--- config.mk ---
export PLATFORM = sky130hd
export DESIGN_NAME = serial_subtractor
export DESIGN_NICKNAME = d
export VERILOG_FILES = /design/src/rtl/serial_sub_pkg.sv /design/src/rtl/full_subtractor_bit.sv /design/src/rtl/serial_subtractor.sv
export SDC_FILE = /design/constraint.sdc
export NUM_CORES = 1
export LEC_CHECK = 0
export ABC_AREA = 1
export BUFFER_PORTS_ARGS = -buffer_cell sky130_fd_sc_hd__buf_2
export CAP_MARGIN = 0
export CORE_MARGIN = 2
export CORE_UTILIZATION = 55
export CTS_CLUSTER_SIZE = 24
export DETAILED_ROUTE_END_ITERATION = 10
export GPL_TIMING_DRIVEN = 0
export HOLD_SLACK_MARGIN = 0.15
export PLACE_DENSITY_LB_ADDON = 0.12
export REMOVE_ABC_BUFFERS = 1
export SLEW_MARGIN = 20
export SYNTH_ARGS = -nofsm -noshare
export SYNTH_HDL_FRONTEND = slang
export SYNTH_SLANG_ARGS = --single-unit
export TNS_END_PERCENT = 5
--- constraint.sdc ---
create_clock -name clk -period 3.5 [get_ports clk]
set_input_delay 0.7 -clock clk [delete_from_list [all_inputs] [get_ports clk]]
set_output_delay 0.7 -clock clk [all_outputs]
set_load 0.02 [all_outputs]
--- src/rtl/serial_sub_pkg.sv ---
// Shared types and sizing helpers for the bit-serial subtractor.
package serial_sub_pkg;

   typedef enum logic [1:0] {
      IDLE  = 2'd0,
      SHIFT = 2'd1,
      DONE  = 2'd2
   } sub_state_t;

   function automatic int cnt_w(input int width);
      return $clog2(width);
   endfunction

endpackage

--- src/rtl/full_subtractor_bit.sv ---
// One-bit full subtractor cell: d = x - y - c, nb = borrow out.
module full_subtractor_bit (
   input  logic x,
   input  logic y,
   input  logic c,
   output logic d,
   output logic nb
);

   assign d  = x ^ y ^ c;
   assign nb = (~x & y) | (~x & c) | (y & c);

endmodule

--- src/rtl/serial_subtractor.sv ---
// Bit-serial WIDTH-bit subtractor (diff = a - b - bin), LSB first, valid/ready on both sides.
// Optional signed-overflow output ovf is enabled by defining SERIAL_SUB_OVF_EN.
module serial_subtractor
   import serial_sub_pkg::*;
#(
   parameter int WIDTH = 8
) (
   input  logic             clk,
   input  logic             rst_n,
   input  logic             in_valid,
   output logic             in_ready,
   input  logic [WIDTH-1:0] a,
   input  logic [WIDTH-1:0] b,
   input  logic             bin,
   output logic             out_valid,
   input  logic             out_ready,
   output logic [WIDTH-1:0] diff,
   output logic             bout
`ifdef SERIAL_SUB_OVF_EN
   ,
   output logic             ovf
`endif
);

   // Handshake: a transfer happens on a rising edge where valid && ready are both
   // high; a producer holds valid and its data stable until that edge.

   localparam int CW = cnt_w(WIDTH);

   sub_state_t       state;
   logic [WIDTH-1:0] a_sh;
   logic [WIDTH-1:0] b_sh;
   logic [WIDTH-1:0] diff_sh;
   logic             borrow;
   logic [CW-1:0]    cnt;
   logic             d_bit;
   logic             nb_bit;
   logic             last_bit;

   full_subtractor_bit u_cell (
      .x  (a_sh[0]),
      .y  (b_sh[0]),
      .c  (borrow),
      .d  (d_bit),
      .nb (nb_bit)
   );

   assign last_bit = (cnt == CW'(WIDTH - 1));

`ifdef SERIAL_SUB_OVF_EN
   // Borrow into the MSB; overflow when it differs from the borrow out of the MSB.
   logic msb_bin;
   assign ovf = msb_bin ^ bout;
`endif

   always_ff @(posedge clk or negedge rst_n) begin
      if (!rst_n) begin
         state     <= IDLE;
         in_ready  <= 1'b1;
         out_valid <= 1'b0;
         diff      <= '0;
         bout      <= 1'b0;
         a_sh      <= '0;
         b_sh      <= '0;
         diff_sh   <= '0;
         borrow    <= 1'b0;
         cnt       <= '0;
`ifdef SERIAL_SUB_OVF_EN
         msb_bin   <= 1'b0;
`endif
      end else begin
         case (state)
            IDLE: begin
               if (in_valid) begin
                  a_sh     <= a;
                  b_sh     <= b;
                  borrow   <= bin;
                  cnt      <= '0;
                  in_ready <= 1'b0;
                  state    <= SHIFT;
               end
            end
            SHIFT: begin
               diff_sh <= {d_bit, diff_sh[WIDTH-1:1]};
               a_sh    <= a_sh >> 1;
               b_sh    <= b_sh >> 1;
               borrow  <= nb_bit;
               cnt     <= cnt + CW'(1);
               if (last_bit) begin
                  // Publish the finished word directly so diff/bout are valid with out_valid.
                  diff      <= {d_bit, diff_sh[WIDTH-1:1]};
                  bout      <= nb_bit;
                  out_valid <= 1'b1;
                  state     <= DONE;
`ifdef SERIAL_SUB_OVF_EN
                  msb_bin   <= borrow;
`endif
               end
            end
            DONE: begin
               if (out_ready) begin
                  out_valid <= 1'b0;
                  in_ready  <= 1'b1;
                  state     <= IDLE;
               end
            end
            default: begin
               state <= IDLE;
            end
         endcase
      end
   end

endmodule

* Yosys cells after proc, flatten, opt, wreduce, memory -nomap -nowiden
Index checks and enable logic that the tools add are counted.
** Storage, ports and cells
- Flip-flop bits (word level) :: 41
- Input port bits :: 21
- Output and inout port bits :: 11
- Word-level logic and storage cells :: 52
** Cells by class
- Add/subtract/negate cells :: 1
- Equal/unequal tests :: 6
- Multiplexer cells :: 18
- Bitwise gates (word level) :: 8
- Reductions and logical operators :: 9
** Operators by type and width (count)
- 8-bit case mux with 2 select lines :: 2
- 8-bit two-way mux :: 2
- 3-bit AND reduction :: 3
- 2-bit two-way mux :: 3
- 2-bit inequality test, second input constant :: 3
- 1-bit case mux with 2 select lines :: 3
- 2-bit case mux with 3 select lines :: 1
- 3-bit case mux with 2 select lines :: 1
- 2-bit nonzero test :: 3
- 1-bit two-way mux :: 5
- 2-bit AND reduction :: 2
- 3-bit by 1-bit adder with 3-bit output, second input constant :: 1
- 1-bit bitwise AND :: 3
- 3-bit equality test, second input constant :: 1
- 3-bit two-way mux :: 1
- 2-bit by 1-bit equality test with 1-bit output, second input constant :: 1
- 2-bit equality test, second input constant :: 1
- 2-bit zero test :: 1
- 1-bit OR :: 2
- 1-bit bitwise XOR :: 2
- 1-bit inverter :: 1

* Longest topological paths before layout
Gate-level depths: netlist of run 1.
- Depth in word-level cells :: 5
- Gate-level depth with buffers :: 6

* Cells and area by module
Synthesis of run 1 repeated with hierarchy kept, for this count alone.
** Unflattened totals
- Cell total of the unflattened synthesis :: 229
- Area total of the unflattened synthesis :: 1910.6 um^2
** By module, submodules not included
- serial_subtractor :: instances 1, cells each 226, area each 1883.1 um^2, sequential area each 1002.2 um^2
- full_subtractor_bit :: instances 1, cells each 3, area each 27.5 um^2, sequential area each 0.0 um^2

* Worst setup path before layout of run 1
Ideal clock, no wire load.
- Path type :: reg2reg
- Start :: reg cnt[0]
- End :: reg state[1]
- Setup time :: 0.135 ns
- Arrival time :: 1.174 ns
- Required time :: 3.365 ns
- Path slack :: 2.191 ns
- Cell stages (with the launch flop) :: 6
- Path buffers :: 1
- Clock period less this slack :: 1.309 ns
- Cells stage by stage :: dfrtp_1 -> ha_1 -> ha_1 -> nand2_2 -> buf_2 -> o31ai_1
** Between the ends
- Cells in the longest elaborated chain, start to end :: 3
** RTL lines
- from (decl) :: line serial_subtractor.sv:35 : logic [CW-1:0] cnt;
- from (signal assigned) :: line serial_subtractor.sv:88 : cnt <= cnt + CW'(1);
- 3-bit equality test :: line serial_subtractor.sv:48 : assign last_bit = (cnt == CW'(WIDTH - 1));
- 2-bit inequality test (no source line)
- 3-bit AND reduction (no source line)
- to (signal assigned) :: line serial_subtractor.sv:58 : state <= IDLE;
- to (signal assigned) :: line serial_subtractor.sv:80 : state <= SHIFT;
- to (signal assigned) :: line serial_subtractor.sv:94 : state <= DONE;
- to (decl) :: line serial_subtractor.sv:30 : sub_state_t state;
Every way passes these cells.
A chain may end at the register's enable or synchronous reset.

* Worst setup path in the final report of run 1
- Start :: reg state[0]
- End :: reg a_sh[5]
** Between the ends
- Cells in the longest elaborated chain, start to end :: 3
** RTL lines
- 2-bit by 1-bit equality test with 1-bit output or 2-bit zero test (tied branches) :: line serial_subtractor.sv:72 : case (state)
- 2-bit nonzero test (no source line) or 2-bit inequality test (tied branches)
- 2-bit AND reduction (no source line)
- to (signal assigned) :: line serial_subtractor.sv:85 : a_sh <= a_sh >> 1;
- to (decl) :: line serial_subtractor.sv:31 : logic [WIDTH-1:0] a_sh;
Parallel ways exist; a longest one is shown, timed or not.

==> results.py, run 1 <==
metrics = {
    "yosys": {
        "synth_seq_area_share_pct": 50.95,
        "syn-cell-area_mm2": 0.001967,
        "synth_top_flop_cell": "sky130_fd_sc_hd__dfrtp_1",
        "yosys_reg_bits": 40,
        "synth-edff-count": 0,
        "postSynth.asyncResetShare_pct": 100.0,
        "postSynthCellCount": 226,
        "synth.distinct_cells": 24,
        "yosys_warning_total": 0,
        "mean_syn_cell_area_um2": 8.703,
    },
    "timing": {
        "fin_crit_ps": 1906,
        "finalHoldViolations": 0,
        "total_negative_slack_for_setup_checks_ps": 0,
        "finalCritPeriodShare_pct": 54.47,
        "fmaxAchievable_mhz": 524.6,
        "finalClockSkew_ps": 6.465,
        "timing_worst_slew_pin_value_ps": 875.9,
        "finalSetupViolCount": 0,
        "hold_slack_ps": 473.7,
        "final-max-slew-violation-count": 0,
        "timing.slew.headroom_pct": 41.60,
        "rsz0062_at_grt": "false",
    },
    "critical_path": {
        "setup.worst_path.end_class": "flip-flop",
        "critPathLaunchType": "flip-flop",
        "worstRegToRegCells": 4,
        "cp.required_ps": 3770,
        "critical_setup_path_class": "flip-flop to flip-flop",
        "crit-reg2reg-launch": "state[0]",
        "worstPathMaxFanout": 48,
        "rrSetupSlack_ps": 1590,
        "data_arrival_time_of_the_critical_path_ps": 2170,
        "rr_endpoint": "a_sh[5]",
    },
    "cells_and_area": {
        "areaGrowthSynthToFinish_pct": 10.81,
        "final_cell_area_mm2": 0.002180,
        "postLayoutCoreUtil_pct": 64.30,
        "final_common_cell": "sky130_fd_sc_hd__nand2_1",
        "antenna-diode-count": 0,
        "layout.cells.most_common_list": "sky130_fd_sc_hd__nand2_1 (55), sky130_fd_sc_hd__nand3_1 (42), sky130_fd_sc_hd__dfrtp_1 (39), sky130_fd_sc_hd__inv_1 (37), sky130_fd_sc_hd__buf_2 (31)",
        "final_layout_size_suffix_gt1_share_pct": 21.65,
        "layout.nets": 277,
    },
    "power": {
        "worst_ir_drop_vdd_v": 0.0004182,
        "power.density_mw_per_mm2": 880.8,
        "p_leak_uw": 0.001194,
    },
    "route": {
        "via_per_inst": 4.980,
        "wl_per_cell_um": 11.26,
        "detail_route.wirelength_um": 3378,
        "drt_pass1_iterations": 4,
        "ant_nets": 0,
        "drtIter0Drc": 116,
        "num_vias": 1494,
        "post-route-drc-count": 0,
    },
    "placed_design": {
        "dpl_cell_area_mm2": 0.002085,
        "gp_congestion": 0.6965,
        "detailed_place_hpwl_um": 2150,
        "place.port_buffers": 31,
    },
    "clocking": {
        "clkLatencyLatePin_ps": 330,
        "cts_tree": "done",
        "clock_tree.root_cell": "sky130_fd_sc_hd__clkbuf_4",
        "clock_tree.htree_level_count": 2,
        "tritoncts_buffers": 5,
        "cts_hold_buf": 0,
        "cts.sinks": 40,
        "post_cts_buffers": 0,
        "clk_path_buf_depth": 2,
        "cts_resized": 0,
        "clk_pin_slew_ps": 120,
    },
    "die": {
        "coreArea_mm2": 0.003390,
        "die_height_um": 63.80,
        "boundaryPins": 32,
        "die_w_um": 63.80,
        "initial_core_utilization_pct": 58.03,
        "fp.dieArea_mm2": 0.004070,
        "rows": 21,
    },
    "job": {
        "max_cap_viol_count": 0,
    },
    "global_route": {
        "grt_remaining_overflow": 0,
        "use_met1_pct": 22.78,
        "track_usage_pct": 19.07,
        "number_of_antenna_violations_at_the_first_check_in_global_routing": 0,
        "first_global_vias": 1438,
        "grt_util_met3_pct": 4.401,
        "global_route.peak_usage_layer": "met2",
        "first_pass_grt_wire_length_um": 6161,
        "global_route.usage.met2_pct": 33.98,
        "grt_start_max_net_pins": 49,
    },
    "outcome": {
        "status": "completed",
    },
    "min_path": {
        "hp-class": "input pin to async pin",
    },
}
-- synth_stat cells (2+ instances only) --
| master | n | share of area [%] |
|---|---|---|
| sky130_fd_sc_hd__nor2_1 | 3 | 0.57 |
| sky130_fd_sc_hd__buf_6 | 3 | 1.7 |
| sky130_fd_sc_hd__nand3_2 | 8 | 4.1 |
| sky130_fd_sc_hd__buf_8 | 2 | 1.5 |
| sky130_fd_sc_hd__o21ai_1 | 8 | 2.0 |
| sky130_fd_sc_hd__nand2_4 | 2 | 1.1 |
| sky130_fd_sc_hd__dfrtp_1 | 39 | 50 |
| sky130_fd_sc_hd__nand2_1 | 55 | 10 |
| sky130_fd_sc_hd__ha_1 | 2 | 1.3 |
| sky130_fd_sc_hd__buf_2 | 4 | 1.0 |
| sky130_fd_sc_hd__inv_1 | 37 | 7.1 |
| sky130_fd_sc_hd__nand3_1 | 42 | 11 |
| sky130_fd_sc_hd__o21ai_0 | 10 | 2.5 |
-- cell type report --
type | count | area, µm²
fill | 301 | 1210
sequential | 40 | 1002
multi-input combinational | 137 | 724.4
timing repair buffer | 31 | 155.1
inverter | 38 | 145.1
clock buffer | 7 | 65.06
tap | 46 | 57.56
clock inverter | 1 | 30.03
-- registers in the layout, summed over array words and instances, names as in the netlist --
signal / flops
borrow: 1
diff_sh: 7
out_valid: 1
b_sh: 8
in_ready: 1
state: 2
cnt: 3
diff: 8
a_sh: 8
bout: 1
-- cells by family (layout without fill, tap and decap cells) --
group	Yosys count	count (layout)	share of synthesized area, %
DFF	40	40	50.95
buffers and inverters	49	77	12.21
and+or+nand+nor	113	113	28.88
adders and majority gates	3	3	2.290
AOI/OAI and AO/OA	21	21	5.662
-- metal layers --
metal | share of wire [%] | vias to the layer above
li1 | - | 766
met1 | 48 | 693
met2 | 47 | 33
met3 | 4.1 | 2
met4 | 0.21 | 0
met5 | 0 | -
-- through the flow --
stage | total power [µW] | instances | worst slack, ps
global route | 2117 | 300 | 1443
floorplan | 1393 | 215 | 2100
detailed placement | 1607 | 292 | 1624
finish | 1920 | 300 | 1594
CTS | 1946 | 300 | 1609
global placement | 1583 | 292 | 1615
-- report_power, final --
group          switching [µW]  internal, µW  leakage, µW  total (µW)
logic                     486           282     0.000649         767
registers                 149           670     0.000493         819
clock network             143           190    0.0000515         333
-- worst max-delay path, cell delays in order, from the launching register on --
cell and delay, ps:
sky130_fd_sc_hd__dfrtp_1 840, sky130_fd_sc_hd__nand2_4 470, sky130_fd_sc_hd__nand2_4 330, sky130_fd_sc_hd__nand3_1 110
sky130_fd_sc_hd__nand2_1 80
-- worst max path at each step --
stage               startpoint      end
finish                state[0]  a_sh[5]
global route          state[0]  a_sh[5]
CTS                   state[0]  a_sh[5]
detailed placement    state[0]  b_sh[7]
global placement      state[0]  b_sh[7]
floorplan             state[0]  b_sh[7]
No activity file was read; power rests on OpenSTA's default activity.
==> run 2: changes to the inputs <==
- clock period: 3.5 -> 1.8 ns (I/O delays scaled with it)
==> run 2 against run 1 <==
Net effect: global-route usage unchanged; fmax up 17%; non-clock buffer count unchanged; worst setup slack worse by 1400 ps; die area unchanged; clock skew about the same.
==> results.py, run 2 (synthesis gave the netlist of run 1 again) <==
metrics = {
    "clocking": {
        "cts.sinks": 40,
        "tritoncts_buffers": 5,
        "clock_tree.root_cell": "sky130_fd_sc_hd__clkbuf_4",
        "post_cts_buffers": 0,
        "clkLatencyLatePin_ps": 330,
        "cts_tree": "done",
        "clk_path_buf_depth": 2,
        "clock_tree.htree_level_count": 2,
        "clk_pin_slew_ps": 120,
    },
    "critical_path": {
        "data_arrival_time_of_the_critical_path_ps": 1850,
        "critPathLaunchType": "flip-flop",
        "cp.required_ps": 2020,
        "worstPathMaxFanout": 48,
        "setup.worst_path.end_class": "flip-flop",
        "critical_setup_path_class": "flip-flop to flip-flop",
    },
    "power": {
        "power.density_mw_per_mm2": 1713,
        "pwr-share-comb_pct": 40.0,
        "share_seq_of_total_power_pct": 42.7,
        "internal_power_uw": 2222,
        "worst_ir_drop_vdd_v": 0.0008132,
        "p_sw_uw": 1513,
        "p_leak_uw": 0.001194,
        "power.share.clock_pct": 17.3,
        "switching_share_pct": 40.50,
    },
    "timing": {
        "finalCritPeriodShare_pct": 90.52,
        "timing.slew.headroom_pct": 41.61,
        "fmaxAchievable_mhz": 613.8,
        "finalClockSkew_ps": 6.467,
        "total_negative_slack_for_setup_checks_ps": 0,
        "finalHoldViolations": 0,
        "timing_worst_slew_pin_value_ps": 875.8,
        "finalSetupViolCount": 0,
        "rsz0062_at_grt": "false",
        "fin_crit_ps": 1629,
        "final-max-slew-violation-count": 0,
    },
    "die": {
        "initial_core_utilization_pct": 58.03,
        "fp.dieArea_mm2": 0.004070,
        "die_w_um": 63.80,
        "die_height_um": 63.80,
        "coreArea_mm2": 0.003390,
        "rows": 21,
        "boundaryPins": 32,
    },
    "route": {
        "ant_nets": 0,
        "drtIter0Drc": 116,
        "detail_route.wirelength_um": 3378,
        "post-route-drc-count": 0,
        "num_vias": 1494,
        "drt_pass1_iterations": 4,
        "wl_per_cell_um": 11.26,
        "via_per_inst": 4.980,
    },
    "cells_and_area": {
        "fin_cells": 300,
        "postLayoutCoreUtil_pct": 64.34,
        "layout.nets": 277,
        "final_layout_size_suffix_gt1_share_pct": 22.05,
        "biggestRegsByFlops": "a_sh x8, b_sh x8, diff x8",
        "antenna-diode-count": 0,
        "num-fill-cells": 301,
        "layout.cells.most_common_list": "sky130_fd_sc_hd__nand2_1 (55), sky130_fd_sc_hd__nand3_1 (42), sky130_fd_sc_hd__dfrtp_1 (38), sky130_fd_sc_hd__inv_1 (37), sky130_fd_sc_hd__buf_2 (31)",
        "areaGrowthSynthToFinish_pct": 10.88,
        "final_common_cell": "sky130_fd_sc_hd__nand2_1",
    },
    "job": {
        "max_cap_viol_count": 0,
    },
    "global_route": {
        "first_global_vias": 1438,
        "grt_start_max_net_pins": 49,
        "grt_remaining_overflow": 0,
        "track_usage_pct": 19.07,
        "use_met1_pct": 22.78,
        "first_pass_grt_wire_length_um": 6161,
        "global_route.usage.met2_pct": 33.98,
        "number_of_antenna_violations_at_the_first_check_in_global_routing": 0,
        "global_route.peak_usage_layer": "met2",
        "grt_util_met3_pct": 4.401,
    },
    "placed_design": {
        "gp_congestion": 0.6965,
        "place.port_buffers": 31,
        "dp.cells": 292,
        "detailed_place_hpwl_um": 2150,
    },
    "outcome": {
        "status": "completed",
    },
    "min_path": {
        "hp-class": "input pin to async pin",
    },
}
==> run 2: cell counts in the layout (fill, tap and decap cells not counted) <==
Identical to the previous run, type by type.
==> run 2: critical path, stage by stage, from the launching register on <==
cell and delay [ps]:
sky130_fd_sc_hd__dfrtp_1 490, sky130_fd_sc_hd__inv_4 150, sky130_fd_sc_hd__nand2_4 430, sky130_fd_sc_hd__nand2_4 240
sky130_fd_sc_hd__nand3_1 140, sky130_fd_sc_hd__nand2_1 60
==> run 2: path summary, 6_finish.rpt <==
kind / from / end / slack [ps] / cells past startpoint
max in group asynchronous: rst_n / state[0] / 1070 / 1
worst min register to register: diff[1] / diff[1] / 490 / 2
min in group clk: out_ready / state[1] / 220 / 2
worst max register to register: state[1] / a_sh[5] / 170 / 5
worst max-delay path: state[1] / a_sh[5] / 170 / 5
worst min-delay path: rst_n / diff[1] / 130 / 1
==> run 2: cell type report <==
class	instances	area, µm²	share of cell area [%]
Sequential cell	40	1003	46.01
Multi-Input combinational cell	137	724.4	33.22
Timing Repair Buffer	31	155.1	7.114
Inverter	38	145.1	6.655
Clock buffer	7	65.06	2.983
Tap cell	46	57.56	2.639
Clock inverter	1	30.03	1.377
==> run 2: repair_timing <==
action / CTS / global route
gates resized for setup: 1 / 0
setup endpoints to repair: 16 / 0
hold buffers: 0 / 0
==> run 2: routing by layer <==
layer  wire length, µm  up-vias
li1                  -      766
met1              1630      693
met2              1599       33
met3               140        2
met4                 7        0
met5                 0        -
==> run 2: stage by stage <==
stage | instance area, µm² | worst slack (ps) | hold slack, ps | total power, µW
2_1_floorplan | 1872 | 399.6 | 64.41 | 2708
3_3_place_gp | 2085 | -84.94 | 451.5 | 3077
3_5_place_dp | 2085 | -75.56 | 465.2 | 3125
4_1_cts | 2181 | 159.8 | 157.6 | 3786
5_1_grt | 2181 | 47.19 | 193.6 | 4119
6_report | 2181 | 170.7 | 133.7 | 3735
==> run 2: power by group through the flow <==
stage	Sequential [µW]	Combinational, µW	Clock [µW]
after floorplan	1680	1030	0
after global placement	1600	1480	0
after detailed placement	1610	1510	0
after CTS	1600	1520	670
after global routing	1660	1760	704
final	1600	1490	647
